[config.mk]
export PLATFORM = sky130hd
export DESIGN_NAME = led_arbiter
export DESIGN_NICKNAME = d
export VERILOG_FILES = /design/src/rtl/led_arbiter.sv
export SDC_FILE = /design/constraint.sdc
export NUM_CORES = 1
export LEC_CHECK = 0
export BUFFER_PORTS_ARGS = -buffer_cell sky130_fd_sc_hd__buf_2
export CAP_MARGIN = 20
export CORE_MARGIN = 3
export CORE_UTILIZATION = 50
export CTS_CLUSTER_DIAMETER = 200
export DETAILED_ROUTE_END_ITERATION = 6
export PLACE_DENSITY = 0.7
export SYNTH_ARGS = -nofsm -noshare
export SYNTH_HDL_FRONTEND = slang
export SYNTH_SLANG_ARGS = --single-unit
export TNS_END_PERCENT = 5
[constraint.sdc]
create_clock -name clk -period 2.42 [get_ports clk]
set_input_delay 0.242 -clock clk [delete_from_list [all_inputs] [get_ports clk]]
set_output_delay 0.242 -clock clk [all_outputs]
set_load 0.005 [all_outputs]
[src/rtl/led_arbiter.sv]
// Round-robin arbiter sharing one board LED between N_REQ blink sources, with a minimum dwell per grant.
// Optional build macro LED_ARB_PREEMPT_EN gives requester 0 priority and lets it preempt other owners.
module led_arbiter #(
  parameter int N_REQ       = 4,
  parameter int PRESCALE_W  = 16,
  parameter int DWELL_TICKS = 8,
  parameter int RATE_W      = 4
) (
  input  logic                    clk,
  input  logic                    rst_n,
  input  logic [N_REQ-1:0]        req,
  input  logic [N_REQ*RATE_W-1:0] rate,
  output logic [N_REQ-1:0]        grant,
  output logic                    led,
  output logic                    busy
);

  localparam int IDX_W = (N_REQ > 1) ? $clog2(N_REQ) : 1;

  typedef enum logic [1:0] {IDLE, GRANT, GAP} state_t;

  state_t                  state_q, state_d;
  logic [PRESCALE_W-1:0]   presc_q;
  logic                    tick;
  logic [IDX_W-1:0]        last_q, last_d;
  logic [N_REQ-1:0]        grant_q, grant_d;
  logic                    led_q, led_d;
  logic                    busy_q, busy_d;
  logic [RATE_W-1:0]       rate_q, rate_d;
  logic [RATE_W-1:0]       blink_q, blink_d;
  logic [7:0]              dwell_q, dwell_d;
  logic [RATE_W-1:0]       rate_arr [N_REQ];
  logic [IDX_W-1:0]        sel, idx_v;
  logic                    sel_vld;
  logic                    exit_now;
`ifdef LED_ARB_PREEMPT_EN
  logic                    req0_q;
`endif

  for (genvar i = 0; i < N_REQ; i++) begin : g_rate
    assign rate_arr[i] = rate[i*RATE_W +: RATE_W];
  end

  function automatic logic [IDX_W-1:0] rr_idx(input logic [IDX_W-1:0] base, input int k);
    return IDX_W'((int'(base) + k) % N_REQ);
  endfunction

  assign tick = &presc_q;

  // Descending scan so the nearest set bit after last_q overrides farther ones.
  always_comb begin
    sel     = last_q;
    sel_vld = 1'b0;
    idx_v   = '0;
    for (int k = N_REQ; k >= 1; k--) begin
      idx_v = rr_idx(last_q, k);
      if (req[idx_v]) begin
        sel     = idx_v;
        sel_vld = 1'b1;
      end
    end
`ifdef LED_ARB_PREEMPT_EN
    if (req[0]) begin
      sel     = '0;
      sel_vld = 1'b1;
    end
`endif
  end

  // An owner drop and a dwell expiry coincide harmlessly: both just exit to GAP.
  always_comb begin
    exit_now = !req[last_q] ||
               ((dwell_q == 8'(DWELL_TICKS)) && (|(req & ~grant_q)));
`ifdef LED_ARB_PREEMPT_EN
    if ((last_q != '0) && req[0] && !req0_q) exit_now = 1'b1;
`endif
  end

  always_comb begin
    state_d = state_q;
    last_d  = last_q;
    grant_d = grant_q;
    led_d   = led_q;
    busy_d  = busy_q;
    rate_d  = rate_q;
    blink_d = blink_q;
    dwell_d = dwell_q;
    case (state_q)
      IDLE: begin
        if (sel_vld) begin
          state_d = GRANT;
          last_d  = sel;
          grant_d = N_REQ'(1) << sel;
          led_d   = 1'b1;
          busy_d  = 1'b1;
          rate_d  = rate_arr[sel];
          blink_d = '0;
          dwell_d = '0;
        end
      end
      GRANT: begin
        if (exit_now) begin
          state_d = GAP;
          grant_d = '0;
          led_d   = 1'b0;
          busy_d  = 1'b0;
        end else if (tick) begin
          if (rate_q != '0) begin
            if (blink_q + RATE_W'(1) == rate_q) begin
              led_d   = ~led_q;
              blink_d = '0;
            end else begin
              blink_d = blink_q + RATE_W'(1);
            end
          end else begin
            led_d = 1'b1;
          end
          if (dwell_q != 8'(DWELL_TICKS)) dwell_d = dwell_q + 8'd1;
        end
      end
      GAP:     state_d = IDLE;
      default: state_d = IDLE;
    endcase
  end

  always_ff @(posedge clk or negedge rst_n) begin
    if (!rst_n) begin
      state_q <= IDLE;
      presc_q <= '0;
      last_q  <= IDX_W'(N_REQ - 1);
      grant_q <= '0;
      led_q   <= 1'b0;
      busy_q  <= 1'b0;
      rate_q  <= '0;
      blink_q <= '0;
      dwell_q <= '0;
    end else begin
      state_q <= state_d;
      presc_q <= presc_q + PRESCALE_W'(1);
      last_q  <= last_d;
      grant_q <= grant_d;
      led_q   <= led_d;
      busy_q  <= busy_d;
      rate_q  <= rate_d;
      blink_q <= blink_d;
      dwell_q <= dwell_d;
    end
  end

`ifdef LED_ARB_PREEMPT_EN
  always_ff @(posedge clk or negedge rst_n) begin
    if (!rst_n) req0_q <= 1'b0;
    else        req0_q <= req[0];
  end
`endif

  assign grant = grant_q;
  assign led   = led_q;
  assign busy  = busy_q;

endmodule

==> flow_summary.toml, run 1 <==
[status]
outcome = "finished, final reports clean"

[placed_design]
pre_cts_ws_ns = 0.206
placedCellCount = 299
port_buffers = 27
dpl-instance-area_mm2 = 0.00249
gp_congestion = 0.855
place.detailed.hpwl_mm = 3.29

[die]
initial_core_util_pct = 54.4
die_area_mm2 = 0.00542
row_count = 23
die_h_um = 73.6
io_pins = 28
die_w_um = 73.6
coreArea_mm2 = 0.00420

[pwr]
p_leak_nw = 1.20
power_mw = 2.63
vdd_drop_max_mv = 0.464
powerDensity_mw_per_mm2 = 1010

[clock_tree]
cts-resized-gates = 0
htree_levels = 2
clockBufferDepth = 2
cts_setup_buffers = 0
clock_latency_ns = 0.30
hold_buffers = 0
clk_pin_slew_worst_paths_ns = 0.08
cts_tree = "yes"
clockRootBuffer = "clkbuf_8"
cts_buffers = 5
clock-sinks = 42

[timing]
fmax_ghz = 0.449
fin_tns_setup_ns = 0
slew_headroom_pct = 38.2
hold_viol_final = 0
layout_setup_ws_ns = 0.195
rsz0062_at_grt = "false"
clock_skew_ns = 0.00677
finalCritPeriodShare_pct = 92.0
worstMarginPinSlew_ns = 0.927
drv_slew = 0
post-route-min-period_ns = 2.23
whs_ns = 0.0685
finalSetupViolations = 0

[synthesis]
avgSynthCellArea_um2 = 10.2
seq_area_frac_synth_pct = 46.1
syn_inst = 224
syn-cell-area_mm2 = 0.00229
yosysWarningCount = 0
async_flop_share_pct = 100
synth_edf_count = 0
synth-main-ff-cell = "dfrtp_1"
synth_nets = 250
yosys_register_bits = 42
yosysUniqueCellTypes = 53

[setup_path]
arrival_ns = 2.41
cp_data_required_time_ns = 2.60
worstSetupEndpointType = "flop"
path_class = "flop to flop"
rr_startpoint = "presc_q[0]"
crit_path_start_kind = "flop"
startpoint = "presc_q[0]"
crit_path_max_fanout = 13

[route]
vias_per_cell = 5.82
drt-total-wl_mm = 4.45
drt_iter0_drc = 78
dr.pass1.iters = 4
vias = 1788
ant_nets = 0
wire_per_inst_um = 14.5
drc = 0

[finish]
nNetsFinal = 282
nFillCells = 361
fin_area_mm2 = 0.00260
utilization_pct = 61.8
layoutNonFillerInstCount = 307
area_growth_pct = 13.6
drive_gt1_share_pct = 19.5
layout_commonest_cell = "dfrtp_1"
insertedDiodeCount = 0
layout_common_cells = "dfrtp_1 (40), buf_2 (27), nand2_1 (24)"

[global_routing]
antenna_found_initial = 0
grt_usage_pct = 18.8
grt.overflow.total = 0
grt_max_degree = 43
grt_first_pass_wirelength_mm = 8.00
grt_pass1_vias = 1759

[worst_hold_path]
hold_path.class = "input port to async pin"

[run]
drv_cap = 0
[where the power goes]
part	total (mW)	internal (mW)	switching (mW)
Clock	0.548	0.308	0.241
Combinational	1.08	0.465	0.619
Sequential	1.00	0.858	0.142
Total	2.63	1.63	1.00
[logic make-up after synthesis]
group | after synthesis | share of synthesized area, %
AOI/OAI and AO/OA | 46 | 14.9
buffers and inverters | 18 | 3.34
muxes | 15 | 6.62
and+or+nand+nor | 79 | 19.2
xor gates and xnor gates | 20 | 7.66
adders and majority gates | 4 | 2.19
DFF | 42 | 46.1
[layer usage]
metal / track usage [%] / share of wire (%)
met5: 0 / 0
met4: 5.84 / 1.1
met3: 4.10 / 3.5
met2: 29.9 / 48
met1: 25.7 / 47
[registers in the layout, summed over array words and instances (netlist names)]
| signal | cells |
|---|---|
| blink_q | 4 |
| rate_q | 4 |
| led | 1 |
| busy | 1 |
| grant | 4 |
| last_q | 2 |
| state_q | 2 |
| presc_q | 16 |
| dwell_q | 8 |
[critical path: stages (launching register included)]
cell	delay, ns
dfrtp_1	0.39
ha_1	0.22
nand2_1	0.12
nor4_4	0.30
a41oi_2	0.35
a21oi_1	0.37
mux2_2	0.37
[cells in the mapped netlist, types with 4 or more instances]
master     n  area (um2)
o221ai_1   5        43.8
ha_1       4        50.1
nand4_1    4        25.0
nor2b_1    4        25.0
xnor2_1   13         114
xor2_1     7        61.3
nor2_1     8        30.0
mux2i_1   14         140
o31ai_1    4        30.0
or4_1      5        37.5
nand2b_1   4        25.0
nor3_1     4        20.0
nand3_1    9        45.0
inv_1     11        41.3
o21ai_0    6        30.0
clkbuf_1   4        15.0
a21oi_1    9        45.0
dfrtp_1   40        1000
nand2_1   24        90.1
[layout make-up]
| cell class | count | area, um2 | area share [%] |
|---|---|---|---|
| clock buffers | 6 | 72.6 | 2.80 |
| repair buffers | 32 | 173 | 6.65 |
| flip-flops and latches | 42 | 1050 | 40.6 |
| clock inverters | 2 | 37.5 | 1.45 |
| multi-input cells | 164 | 1160 | 44.5 |
| well taps | 50 | 62.6 | 2.41 |
| inverters | 11 | 41.3 | 1.59 |
[path summary, 6_finish.rpt]
check                                   to  slack (ns)  depth (start not counted)
max in group asynchronous        rate_q[1]        1.76                          1
worst max register to register  blink_q[1]        0.19                          6
worst max-delay path            blink_q[1]        0.19                          6
worst min-delay path            dwell_q[3]        0.07                          1
min in group clk                 rate_q[0]        0.27                          3
worst min register to register  presc_q[0]        0.47                          1
No activity file was read; power rests on OpenSTA's default activity.
==> run 2: changes to the inputs <==
--- a/config.mk
+++ b/config.mk
@@ -6,7 +6,7 @@
 export NUM_CORES = 1
 export LEC_CHECK = 0
 export BUFFER_PORTS_ARGS = -buffer_cell sky130_fd_sc_hd__buf_2
-export CAP_MARGIN = 20
+export CORE_ASPECT_RATIO = 1.5
 export CORE_MARGIN = 3
 export CORE_UTILIZATION = 50
 export CTS_CLUSTER_DIAMETER = 200
==> run 2 against run 1 <==
Effect of this change: cell count is 0.98% lower; die area is 0.30% higher; clock-buffer cell count is 1 higher; fmax hardly changed; sequential power hardly changed; wire length is 2.9% higher; non-clock buffer count is 1 higher.
==> flow_summary.toml, run 2 (synthesis results as in run 1) <==
[pwr]
p_switching_uw = 993
clock_power_share_pct = 20.2
powerDensity_mw_per_mm2 = 1020
pwr-share-comb_pct = 41.7
power_mw = 2.64
p_seq_share_pct = 38.1
internal_power_mw = 1.65
vdd_drop_max_mv = 0.422
switching_share_pct = 37.6
p_leak_nw = 1.21

[timing]
hold_viol_final = 0
whs_ns = 0.0711
clock_skew_ns = 0.00936
slew_headroom_pct = 39.6
rsz0062_at_grt = "false"
finalCritPeriodShare_pct = 91.9
drv_slew = 0
worstMarginPinSlew_ns = 0.907
layout_setup_ws_ns = 0.196
fin_tns_setup_ns = 0
finalSetupViolations = 0
fmax_ghz = 0.450
post-route-min-period_ns = 2.22

[finish]
nFillCells = 374
drive_gt1_share_pct = 19.4
nNetsFinal = 283
layout_common_cells = "dfrtp_1 (40), buf_2 (27), nand2_1 (24)"
seqCellArea_mm2 = 0.00105
area_growth_pct = 13.5
layout_commonest_cell = "dfrtp_1"
largest_reg_flops = 16
top_register = "presc_q"
multi_input_area_mm2 = 0.00116
top_regs = "presc_q (16), dwell_q (8)"
insertedDiodeCount = 0

[global_routing]
grt.overflow.total = 0
grt_first_pass_wirelength_mm = 7.44
antenna_found_initial = 0
grt_max_degree = 43
grt_usage_pct = 18.3
grt_pass1_vias = 1654

[route]
vias_per_cell = 5.88
drt_iter0_drc = 70
drc = 0
vias = 1787
ant_nets = 0
drt-total-wl_mm = 4.58
wire_per_inst_um = 15.1
dr.pass1.iters = 4

[clock_tree]
clk_pin_slew_worst_paths_ns = 0.08
cts-resized-gates = 0
htree_levels = 2
cts_buffers = 5
clock_latency_ns = 0.29
clock-sinks = 42
hold_buffers = 0
cts_setup_buffers = 0
clockBufferDepth = 2
clockRootBuffer = "clkbuf_8"
cts_tree = "yes"

[die]
die_area_mm2 = 0.00544
die_w_um = 61.2
initial_core_util_pct = 52.9
row_count = 29
coreArea_mm2 = 0.00432
die_h_um = 88.8
io_pins = 28

[setup_path]
path_class = "flop to flop"
crit_path_max_fanout = 13
arrival_ns = 2.45
crit_path_start_kind = "flop"
worstSetupEndpointType = "flop"
cp_data_required_time_ns = 2.64

[placed_design]
pre_cts_ws_ns = 0.202
place.detailed.hpwl_mm = 3.42
gp_congestion = 0.881
port_buffers = 27

[run]
drv_cap = 0

[status]
outcome = "finished, final reports clean"

[worst_hold_path]
hold_path.class = "input port to async pin"
run 2: final timing paths:
path	start	to	slack, ns	depth (start not counted)
min reg2reg	presc_q[14]	presc_q[14]	0.48	1
max reg2reg	presc_q[0]	dwell_q[6]	0.20	6
min	rst_n	dwell_q[4]	0.07	1
max in group asynchronous	rst_n	rate_q[3]	1.77	1
min in group clk	rate[7]	rate_q[3]	0.28	3
max	presc_q[0]	dwell_q[6]	0.20	6
run 2: area by class of cell:
type | instances | share of cell area [%]
multi-input combinational | 164 | 44.6
timing repair buffer | 33 | 6.94
clock inverter | 1 | 1.16
tap | 46 | 2.22
inverter | 11 | 1.59
sequential | 42 | 40.6
clock buffer | 7 | 2.94
run 2: metal layers:
layer	wire length (um)	part of all wire [%]	track usage, %
met1	1930	42	20.9
met2	2460	54	32.1
met3	150	3.3	5.11
met4	31	0.68	5.92
met5	0	0	0
run 2: critical path, cell delays in order, from the launching register on:
cell,delay (ns)
dfrtp_1,0.40
ha_1,0.23
nand2_1,0.12
nor4_4,0.30
a41oi_2,0.37
or4_1,0.60
a21oi_1,0.15
run 2: power by group through the flow:
stage	sequential [mW]	clock, mW	combinational [mW]
final	1.01	0.532	1.10
after global routing	1.03	0.586	1.22
after CTS	1.00	0.551	1.11
after detailed placement	1.02	0	1.11
after global placement	1.01	0	1.10
after floorplan	0.970	0	0.846
run 2: per-stage QoR:
stage / instance area [um2] / cells / util (%)
after CTS: 2590 / 304 / 60.1
after floorplan: 2290 / 224 / -
after global routing: 2590 / 304 / 60.1
final: 2590 / 304 / 60.1
after global placement: 2490 / 296 / 57.6
after detailed placement: 2490 / 296 / 57.6
